==> config.mk <==
export PLATFORM = sky130hd
export DESIGN_NAME = ahb_arbiter_2to1
export DESIGN_NICKNAME = d
export VERILOG_FILES = /design/src/rtl/ahb_arbiter_2to1.sv
export SDC_FILE = /design/constraint.sdc
export NUM_CORES = 1
export LEC_CHECK = 0
export ABC_AREA = 0
export BUFFER_PORTS_ARGS = -buffer_cell sky130_fd_sc_hd__buf_2
export CORE_AREA = 2 2 133 135
export CTS_CLUSTER_SIZE = 20
export DETAILED_ROUTE_END_ITERATION = 10
export DIE_AREA = 0 0 135 137
export MAX_ROUTING_LAYER = met4
export PLACE_DENSITY = 0.75
export SYNTH_ARGS = -nofsm -noshare
export SYNTH_HDL_FRONTEND = slang
export SYNTH_SLANG_ARGS = --single-unit
==> constraint.sdc <==
create_clock -name clk -period 4.8 [get_ports clk]
set_input_delay 0 -clock clk [delete_from_list [all_inputs] [get_ports clk]]
set_output_delay 0 -clock clk [all_outputs]
set_load 0.005 [all_outputs]
==> src/rtl/ahb_arbiter_2to1.sv <==
// Two-master to one-slave AHB-Lite arbiter with round-robin arbitration.
// An address phase that cannot issue at once is held and replayed later.
module ahb_arbiter_2to1 #(
  parameter int W_ADDR = 32,
  parameter int W_DATA = 32
) (
  input  logic              clk,
  input  logic              rst,

  output logic              s0_hready_resp,
  input  logic              s0_hready,
  output logic              s0_hresp,
  input  logic [W_ADDR-1:0] s0_haddr,
  input  logic              s0_hwrite,
  input  logic [1:0]        s0_htrans,
  input  logic [2:0]        s0_hsize,
  input  logic [2:0]        s0_hburst,
  input  logic [3:0]        s0_hprot,
  input  logic              s0_hmastlock,
  input  logic [W_DATA-1:0] s0_hwdata,
  output logic [W_DATA-1:0] s0_hrdata,

  output logic              s1_hready_resp,
  input  logic              s1_hready,
  output logic              s1_hresp,
  input  logic [W_ADDR-1:0] s1_haddr,
  input  logic              s1_hwrite,
  input  logic [1:0]        s1_htrans,
  input  logic [2:0]        s1_hsize,
  input  logic [2:0]        s1_hburst,
  input  logic [3:0]        s1_hprot,
  input  logic              s1_hmastlock,
  input  logic [W_DATA-1:0] s1_hwdata,
  output logic [W_DATA-1:0] s1_hrdata,

  input  logic              dst_hready_resp,
  output logic              dst_hready,
  input  logic              dst_hresp,
  output logic [W_ADDR-1:0] dst_haddr,
  output logic              dst_hwrite,
  output logic [1:0]        dst_htrans,
  output logic [2:0]        dst_hsize,
  output logic [2:0]        dst_hburst,
  output logic [3:0]        dst_hprot,
  output logic              dst_hmastlock,
  output logic [W_DATA-1:0] dst_hwdata,
  input  logic [W_DATA-1:0] dst_hrdata
);

  typedef struct packed {
    logic [W_ADDR-1:0] addr;
    logic              write;
    logic [2:0]        size;
    logic [3:0]        prot;
  } aph_t;

  aph_t       live_aph [2];
  aph_t       hold_aph [2];
  aph_t       cand_aph [2];
  logic [1:0] live;
  logic [1:0] cand;
  logic [1:0] hold_valid;
  logic [1:0] own;
  logic [1:0] rdy;
  logic       sel;
  logic       issue;
  logic       last_grant;
  logic       dph_valid;
  logic       dph_owner;
  logic       unused_inputs;

  assign live_aph[0] = '{addr: s0_haddr, write: s0_hwrite, size: s0_hsize, prot: s0_hprot};
  assign live_aph[1] = '{addr: s1_haddr, write: s1_hwrite, size: s1_hsize, prot: s1_hprot};

  // Burst type, lock and the SEQ/BUSY distinction are deliberately dropped.
  assign unused_inputs = ^{s0_htrans[0], s0_hburst, s0_hmastlock,
                           s1_htrans[0], s1_hburst, s1_hmastlock};

  // Candidate per port and round-robin selection between them.
  always_comb begin
    live[0] = s0_hready && s0_htrans[1];
    live[1] = s1_hready && s1_htrans[1];
    for (int n = 0; n < 2; n++) begin
      cand[n]     = hold_valid[n] || live[n];
      cand_aph[n] = hold_valid[n] ? hold_aph[n] : live_aph[n];
    end
    if (cand[0] && cand[1]) begin
      sel = ~last_grant;
    end else begin
      sel = cand[1];
    end
    // Reset forces IDLE downstream even while masters keep driving requests.
    issue = !rst && dst_hready_resp && (cand[0] || cand[1]);
  end

  // Downstream address phase: selected candidate, or IDLE with port-0 live fields.
  always_comb begin
    if (issue) begin
      dst_htrans = 2'b10;
      dst_haddr  = cand_aph[sel].addr;
      dst_hwrite = cand_aph[sel].write;
      dst_hsize  = cand_aph[sel].size;
      dst_hprot  = cand_aph[sel].prot;
    end else begin
      dst_htrans = 2'b00;
      dst_haddr  = s0_haddr;
      dst_hwrite = s0_hwrite;
      dst_hsize  = s0_hsize;
      dst_hprot  = s0_hprot;
    end
  end

  assign dst_hready    = dst_hready_resp;
  assign dst_hburst    = 3'b000;
  assign dst_hmastlock = 1'b0;
  assign dst_hwdata    = dph_owner ? s1_hwdata : s0_hwdata;
  assign s0_hrdata     = dst_hrdata;
  assign s1_hrdata     = dst_hrdata;

  assign own[0] = dph_valid && !dph_owner;
  assign own[1] = dph_valid && dph_owner;

  // Upstream ready: data-phase owner tracks downstream, a held port stalls.
  always_comb begin
    for (int n = 0; n < 2; n++) begin
      if (own[n]) begin
        rdy[n] = dst_hready_resp;
      end else if (hold_valid[n]) begin
        rdy[n] = 1'b0;
      end else begin
        rdy[n] = 1'b1;
      end
    end
  end

  assign s0_hready_resp = rdy[0];
  assign s1_hready_resp = rdy[1];
  assign s0_hresp       = own[0] && dst_hresp;
  assign s1_hresp       = own[1] && dst_hresp;

  // Hold registers, round-robin pointer and downstream data-phase tracking.
  always_ff @(posedge clk or posedge rst) begin
    if (rst) begin
      hold_valid  <= 2'b00;
      hold_aph[0] <= '0;
      hold_aph[1] <= '0;
      last_grant  <= 1'b1;
      dph_valid   <= 1'b0;
      dph_owner   <= 1'b0;
    end else begin
      if (dst_hready_resp) begin
        dph_valid <= issue;
        dph_owner <= sel;
      end
      if (issue) begin
        last_grant <= sel;
      end
      for (int n = 0; n < 2; n++) begin
        if (issue && (sel == 1'(n))) begin
          hold_valid[n] <= 1'b0;
        end else if (live[n]) begin
          hold_valid[n] <= 1'b1;
          hold_aph[n]   <= live_aph[n];
        end
      end
    end
  end

endmodule
# After elaboration in Yosys (flattened, before gate mapping)
# Cells that the tools add are included.
# classes
addsub	0
n_mul	0
div_mod_pow	0
magnitude_cmp	1
eq_ne	0
n_shift	0
mux	20
n_bitwise	5
reduce_logical	20
# ops
op	n
40-bit two-way mux	5
32-bit two-way mux	2
1-bit logical AND	11
1-bit two-way mux	10
4-bit two-way mux	1
1-bit inverter	4
2-bit AND reduction	2
2-bit nonzero test	2
1-bit logical OR	3
3-bit two-way mux	1
2-bit >= comparator, second input constant	1
1-bit logical NOT	2
2-bit two-way mux	1
1-bit inverter with 2-bit output	1
# word_totals
ff_bits	85
latchBits	0
ram_bits	0
rom_bits	0
input_bits	194
out_inout_bits	147
word_cells	59
n_memories	0

# Logic depth before layout (Yosys ltp)
# Gate-level depths: netlist (run 1).
# depth
depth_word	9
ltp_mapped	7
mapped_depth_nobuf	4

# Worst setup path after synthesis (run 1)
# No wires, ideal clock.
# synth_path
path_kind	register to register
start	register hold_valid[1]
end	register hold_aph[40] in the netlist's numbering
setup_time_ps	125
arrival_ps	1458
t_required_ps	4675
setup_slack_ps	3217
path_stages_with_launch	8
path_buffers	3
period_less_slack_ps	1583
cell_sequence	dfrtp_1 buf_4 a21oi_4 o21bai_4 and3_4 buf_6 buf_12 mux2_4
# synth_via
elab_chain_cells	7
# synth_rtl
element	line_no	source
from (decl)	62	logic [1:0] hold_valid;
from (signal assigned)	144	hold_valid <= 2'b00;
from (signal, indexed assignment)	160	hold_valid[n] <= 1'b0;
from (signal, indexed assignment)	162	hold_valid[n] <= 1'b1;
1-bit logical OR *	84	cand[n] = hold_valid[n] || live[n];
1-bit logical AND	87	if (cand[0] && cand[1]) begin
1-bit two-way mux	87	
1-bit inverter	159	if (issue && (sel == 1'(n))) begin
1-bit logical AND *	159	
1-bit inverter (no source line) *	--	
2-bit AND reduction (no source line) *	--	
to (signal, indexed assignment)	163	hold_aph[n] <= live_aph[n];
to (decl)	58	aph_t hold_aph [2];
# Every way passes the cells marked *; elsewhere a longest branch is shown, timed or not.
# A chain may end at the register's enable or synchronous reset.

# Worst setup path in the final report (run 1)
# layout_path
start	register hold_valid[0]
end	output port dst_hprot[2]
# layout_via
elab_chain_cells	8
# layout_rtl
element	line_no	source
1-bit logical OR	84	
1-bit logical AND	87	
1-bit two-way mux	87	
1-bit inverter with 2-bit output (not written as such)	103	dst_hprot = cand_aph[sel].prot;
40-bit two-way mux (not written as such) (3 in series)	103	
4-bit two-way mux *	98	if (issue) begin
to (decl)	44	output logic [3:0] dst_hprot,
# Every way passes the cells marked *; elsewhere a longest branch is shown, timed or not. The select of a mux whose other input is x is not followed.

==> key figures, run 1 <==
Outcome
  • Status: completed

Cells and area
  • Most common cell after layout, fill and taps aside: buf_2
  • Fill cell count: 1565
  • Area occupied by multi-input gates: 3030 sq um
  • Share of cells above drive strength 1: 0.562
  • Commonest cells after routing, fill and taps aside: buf_2, mux2_2, dfrtp_1, dlygate4sd3_1, nor2_1
  • Net count, final: between 900 and 1000
  • Area growth from synthesis to layout: 31.1%
  • Seq. cell area: ~2100 sq um

Critical path
  • Max stage delay on crit path: 0.72 ns
  • Crit. End Element: output port
  • Critical-path cell list: buf_4 -> a21o_1 -> a211o_2 -> nor2_1 -> a221o_1 -> buf_2
  • Critical path type: reg2out
  • Startpoint class of the critical path: flop
  • Critical Path RT: 4.80 ns
  • Crit-path slowest cell: a211o_2
  • Critical path fanouts, max: 41
  • Arr. time, crit path: 2.96 ns

Floorplanning
  • Initial Util: 0.347
  • Die H: approximately 140 microns
  • Die Area: 18500 sq um
  • Num rows: 48
  • Die Wd: roughly 140 microns
  • # IOs: about 340
  • Core area: 17100 sq um

Drt
  • Vias per std cell: between 4 and 5
  • Iter 0 DRT Violations: between 100 and 150
  • WL/cell: between 15 and 20 microns
  • Drt first pass iters: 4
  • Via count: about 4700
  • Antenna-violating nets left: 0
  • WL final: about 19000 microns
  • # DRC: 0

Yosys
  • Library cells used by synthesis: 28
  • Post-Syn Area: 5920 sq um
  • Post-synth EDFFs: 0
  • Ys Warns: 0
  • Yosys top cell area share: 0.355
  • Largest cells by area after synthesis: dfrtp_1, mux2_2, mux2_4
  • Synth area leader: dfrtp_1
  • Flops & latches, synth: 85
  • Post-synthesis sequential area ratio: 0.359
  • Async set or reset register ratio after synthesis: 1.00
  • Post-Synthesis Cells: ~500
  • Dominant synthesized flop cell: dfrtp_1
  • Synth Area per Inst: approximately 12 sq um

Timing
  • Fin crit share: 0.617
  • Setup WS post-layout: approximately 1.8 ns
  • Fin Hold WS: between 0.000002 and 0.000003 ns
  • Setup TNS: 0 ns
  • Post-layout minimum cycle time: about 3.0 ns
  • Tightest Pin Transition: around 1.2 ns
  • # setup viols final: 0
  • Max_slew headroom: 0.225
  • F_max: between 300 and 400 MHz
  • Final Hold Fails: 0
  • Clk_skew: about 0.011 ns
  • RSZ-0062 raised after global routing: false
  • Max-slew violations: 0

Global route
  • Gr usage total: 0.205
  • Largest net degree at the start of global routing: between 50 and 60
  • GRT overflow: 0
  • Vias in the first global route: between 4000 and 5000
  • First-pass GRT wire length: roughly 28000 microns
  • Initial antenna violation count: 3

Clocking
  • Clock Sinks: 85
  • Clock latency on the worst-skew pair: ~0.35 ns
  • Post-cts resize count: 0
  • Clk root buf: clkbuf_16
  • Depth of the CTS H-tree: 3
  • Num CTS Buffers: 9
  • CTS tree: yes
  • Bufs on Longest Clock Path: 2
  • Clock-pin slew on the worst setup and hold paths: roughly 0.06 ns

Min path
  • Worst Hold Class: in2out

Placed design
  • Port bufs: 229
  • Setup Slack @ Placement: between 1.5 and 2 ns
  • DP HPWL: around 13000 microns
  • Final Wtd Congestion: approximately 0.86

Pwr
  • P per Cell Area: between 300 and 400 nW/um^2
  • P_leak: around 3.7 nW
  • VDD IR max: around 0.17 mV

Flow run
  • Max-cap violations: 0
## sequential cells by signal (all words and copies together), names as in the netlist
register and flops:
hold_aph 80, hold_valid 2, dph_owner 1, dph_valid 1, last_grant 1
## synth_stat cells, types with 2 or more instances
cell      count
mux2_2      106
dfrtp_1      84
buf_4        72
nor2_1       44
a221o_1      40
mux2_4       40
mux2i_1      40
clkbuf_1     17
buf_2         9
mux2_1        7
buf_6         5
nand2_1       5
a21oi_1       4
buf_12        4
inv_1         3
a21o_1        2
o21ai_0       2
## power by group
group	leakage (nW)	switching, mW	internal, mW
clock	0.142	0.302	0.419
combinational	2.55	0.475	0.627
sequential	0.994	0.0993	0.867
## worst paths after layout
path | endpoint | cells after the start | slack (ns) | startpoint
worst max-delay path | dst_hprot[2] | 6 | 1.84 | hold_valid[0]$_DFFE_PP0P_
worst min-delay path | s0_hrdata[1] | 0 | 0.000003 | dst_hrdata[1]
worst max register to register | hold_aph[24]$_DFFE_PP0P_ | 6 | 2.00 | hold_valid[0]$_DFFE_PP0P_
worst min register to register | hold_aph[14]$_DFFE_PP0P_ | 1 | 0.49 | hold_aph[14]$_DFFE_PP0P_
max in group asynchronous | hold_valid[0]$_DFFE_PP0P_ | 4 | 3.36 | rst
min in group asynchronous | hold_aph[51]$_DFFE_PP0P_ | 3 | 0.31 | rst
## routing by layer
metal	global-route usage	share of wire	vias to the layer above	wire, microns
met1	0.239	0.40	2295	7680
met4	0.0718	0.021	0	391
met5	-	0	-	0
met3	0.0589	0.078	31	1480
li1	-	-	2181	-
met2	0.341	0.50	233	9440
## final cells by class
type / instances / area share
clock buffers: 11 / 0.0313
well taps: 225 / 0.0362
multi-input cells: 304 / 0.390
clock inverters: 5 / 0.00757
repair buffers: 316 / 0.258
flip-flops and latches: 85 / 0.274
inverters: 3 / 0.00161
diodes: 3 / 0.000967
## worst max-delay path, delay by kind of cell, from the launching register on
kind                   cells  cell delay, ns
AO/OA/AOI/OAI              3            1.21
flip-flops                 1            0.67
buffers and inverters      2            0.56
AND/OR/NAND/NOR            1            0.17
## logic make-up (layout without fill, tap and decap cells)
group           count (synthesis)  in the layout  share of synthesized area
simple gates                   54             54                     0.0376
buf+inv                       110            335                      0.135
compound gates                 52             52                     0.0841
flops                          85             85                      0.359
other cells                     1              8                   0.000633
mux                           193            193                      0.384
## what timing repair did
| item | 4_1_cts | 5_1_grt |
|---|---|---|
| buffers inserted | 0 | 0 |
| hold buffers | 82 | 0 |
| setup endpoints to repair | 0 | 0 |
| endpoints found under the hold margin | 116 | 0 |
## metrics by stage
step           total power, mW  std cells  instance area (sq um)  utilization
2_1_floorplan             1.72        499                   5940            -
3_3_place_gp              2.01        851                   6640        0.389
3_5_place_dp              2.03        851                   6640        0.389
4_1_cts                   2.82        949                   7760        0.455
5_1_grt                   2.95        952                   7770        0.455
6_report                  2.79        952                   7770        0.455
No activity file was read; power rests on OpenSTA's default activity.
==> run 2: changes to the inputs <==
- ABC_AREA: 0 -> 1
- PLACE_DENSITY: 0.75 -> 0.77
- clock period: 4.8 -> 2.8 ns (I/O delays scaled with it)
==> key figures, run 2 <==
Timing
  • Max_slew headroom: 0.335 (+0.109)
  • Max-slew violations: 0 (unchanged)
  • Setup TNS: 0 ns (unchanged)
  • F_max: 449 MHz
  • Fin crit share: 0.795
  • # setup viols final: 0 (unchanged)
  • RSZ-0062 raised after global routing: false
  • Setup WS post-layout: 0.573 ns (-1.26 ns)
  • Fin Hold WS: 0.00000290 ns (+0.000000113 ns)
  • Post-layout minimum cycle time: 2.23 ns
  • Tightest Pin Transition: 0.997 ns (-0.162 ns)
  • Final Hold Fails: 0 (unchanged)
  • Clk_skew: 0.00838 ns (-0.00219 ns)

Floorplanning
  • Core area: 17100 sq um (unchanged)
  • Initial Util: 0.369 (+0.0216)
  • Die Wd: 135 microns (unchanged)
  • Die H: 137 microns (unchanged)
  • Num rows: 48 (unchanged)
  • # IOs: 341 (unchanged)
  • Die Area: 18500 sq um (unchanged)

Drt
  • WL final: 22000 microns (+16%)
  • Antenna-violating nets left: 0 (unchanged)
  • # DRC: 0 (unchanged)
  • WL/cell: 15.0 microns (-25%)
  • Vias per std cell: 4.77 (-4.3%)
  • Iter 0 DRT Violations: 337 (+140%)
  • Via count: 7010 (+48%)
  • Drt first pass iters: 6 (+2)

Clocking
  • Clk root buf: clkbuf_16
  • Depth of the CTS H-tree: 3 (unchanged)
  • Num CTS Buffers: 9 (unchanged)
  • Clock Sinks: 85 (unchanged)
  • Clock latency on the worst-skew pair: 0.35 ns (about the same)
  • Clock-pin slew on the worst setup and hold paths: 0.06 ns (about the same)
  • Bufs on Longest Clock Path: 2 (unchanged)
  • CTS tree: yes

Pwr
  • P_leak: 4.90 nW (+33%)
  • P per Cell Area: 629 nW/um^2 (+75%)
  • VDD IR max: 0.325 mV (+89%)

Yosys
  • Synth Area per Inst: 6.06 sq um (-49%)
  • Yosys top cell area share: 0.351 (-0.00411)
  • Synth area leader: nand2_1
  • Library cells used by synthesis: 18 (-36%)
  • Post-synth EDFFs: 0 (unchanged)
  • Post-synthesis sequential area ratio: 0.338 (-0.0211)
  • Count leader, synth: nand2_1
  • Largest cells by area after synthesis: nand2_1, dfrtp_1, buf_4
  • Post-Synthesis Cells: 1039 (+110%)
  • Async set or reset register ratio after synthesis: 1.00 (unchanged)
  • Post-Syn Area: 6290 sq um (+6.2%)
  • Ys Warns: 0 (unchanged)
  • Dominant synthesized flop cell: dfrtp_1
  • Flops & latches, synth: 85 (unchanged)
  • Synth top cells by count: nand2_1, dfrtp_1, nand3_1

Critical path
  • Critical path fanouts, max: 82 (+100%)
  • Critical Path RT: 2.80 ns (-2.00 ns)
  • Critical-path cell list: nand2_2 -> nand2_2 -> buf_4 -> nand2_1 -> o21ai_0 -> nand2_1 -> nand2_1 -> buf_2
  • Critical path type: reg2out
  • Last element of the critical path: dst_haddr[20]
  • Worst-case reg-to-reg path depth: 8 (+2)
  • WP buf/inv: 2 (unchanged)
  • Crit-path slowest cell: buf_4
  • Startpoint class of the critical path: flop
  • Top delay family on crit path: buffers and inverters
  • Worst setup path startpoint: last_grant$_DFFE_PP1P_
  • Most Frequent Cell on Critical Path: nand2_1
  • Arr. time, crit path: 2.23 ns (-0.73 ns)
  • RR Startpoint: hold_valid[0]$_DFFE_PP0P_
  • Worst r2r dst: hold_aph[66]$_DFFE_PP0P_
  • Crit. End Element: output port
  • Max stage delay on crit path: 0.63 ns (-0.09 ns)
  • WP depth: 8 (+2)
  • Reg2reg setup slack: 1.08 ns (-0.92 ns)

Cells and area
  • Fill cell count: 1711 (+9.3%)
  • Net count, final: 1434 (+57%)
  • Regs by FF count: hold_aph: 80 flops, hold_valid: 2 flops
  • Share of cells above drive strength 1: 0.220 (-0.342)
  • Area growth from synthesis to layout: 29.3%
  • Max reg flops: 80 (unchanged)
  • Largest reg by FF count: hold_aph
  • Commonest cells after routing, fill and taps aside: nand2_1, buf_2, dfrtp_1, dlygate4sd3_1, nand3_1
  • Most common cell after layout, fill and taps aside: nand2_1

Global route
  • Largest net degree at the start of global routing: 83 (+63%)
  • First-pass GRT wire length: 33800 microns (+23%)
  • Vias in the first global route: 6593 (+33%)
  • Initial antenna violation count: 2 (-1)
  • GRT overflow: 0 (unchanged)
  • Gr usage total: 0.242 (+0.0368)

Placed design
  • Port bufs: 229 (unchanged)
  • Final Wtd Congestion: 0.772 (-10%)
  • DP HPWL: 14100 microns (+8.4%)
  • Setup Slack @ Placement: 0.983 ns (-0.962 ns)

Flow run
  • Max-cap violations: 0 (unchanged)

Outcome
  • Status: completed

Min path
  • Worst Hold Class: in2out
-- run 2: changes by cell type after synthesis, moves of 40 or more --
cell     previous run  this run
nand2_1             5       588
mux2_2            106         0
nand3_1             0        81
inv_1               3        48
nor2_1             44         2
o21ai_0             2        43
a221o_1            40         0
mux2_4             40         0
mux2i_1            40         0
-- run 2: metal layers --
metal | part of all wire | vias to the layer above | global-route usage
met2 | 0.52 | 311 | 0.440
met1 | 0.39 | 3150 | 0.269
li1 | - | 3509 | -
met4 | 0.023 | 0 | 0.0845
met5 | 0 | - | -
met3 | 0.066 | 40 | 0.0393
-- run 2: layout make-up --
class	instances	area (sq um)	area share
Timing Repair Buffer	323	2050	0.253
Inverter	51	195	0.0240
Tap cell	225	282	0.0346
Clock inverter	5	100	0.0123
Multi-Input combinational cell	770	3140	0.386
Sequential cell	85	2130	0.262
Antenna cell	2	5.00	0.000615
Clock buffer	10	229	0.0281
-- run 2: where the power goes --
group          leakage, nW  internal [mW]  total [mW]  switching [mW]
sequential            1.05           1.46        1.58           0.122
clock                0.162          0.864        1.36           0.497
combinational         3.69          0.796        2.17            1.38
total                 4.90           3.12        5.12            2.00
-- run 2: cells by family after synthesis --
logic type             after synthesis  share of synthesized area
AND/OR/NAND/NOR                    680                      0.427
flip-flops                          85                      0.338
buffers and inverters              188                      0.166
AO/OA/AOI/OAI                       85                     0.0676
other                                1                   0.000596
-- run 2: worst min path at each step --
stage / startpoint / endpoint / slack (ns) / cells past startpoint
floorplan: dst_hready_resp / dst_hready / 0.08 / 1
global placement: dst_hrdata[18] / s0_hrdata[18] / 0.00005 / 0
detailed placement: dst_hrdata[18] / s0_hrdata[18] / 0.00005 / 0
CTS: dst_hrdata[18] / s0_hrdata[18] / 0.00005 / 0
global route: dst_hrdata[3] / s1_hrdata[3] / 0.00001 / 0
finish: dst_hrdata[23] / s0_hrdata[23] / 0.000003 / 0
-- run 2: per-stage QoR --
stage | power (mW) | util | cells | instance area [sq um]
finish | 5.12 | 0.477 | 1471 | 8140
global route | 5.52 | 0.477 | 1471 | 8140
CTS | 5.15 | 0.477 | 1469 | 8130
detailed placement | 3.68 | 0.410 | 1373 | 6990
global placement | 3.62 | 0.410 | 1373 | 6990
floorplan | 3.06 | - | 1043 | 6310
-- run 2: timing repair --
item	in CTS	in global routing
gates resized for setup	0	0
hold buffers	81	0
endpoints found under the setup margin	0	0
buffers inserted	0	0
hold endpoints to repair	109	0
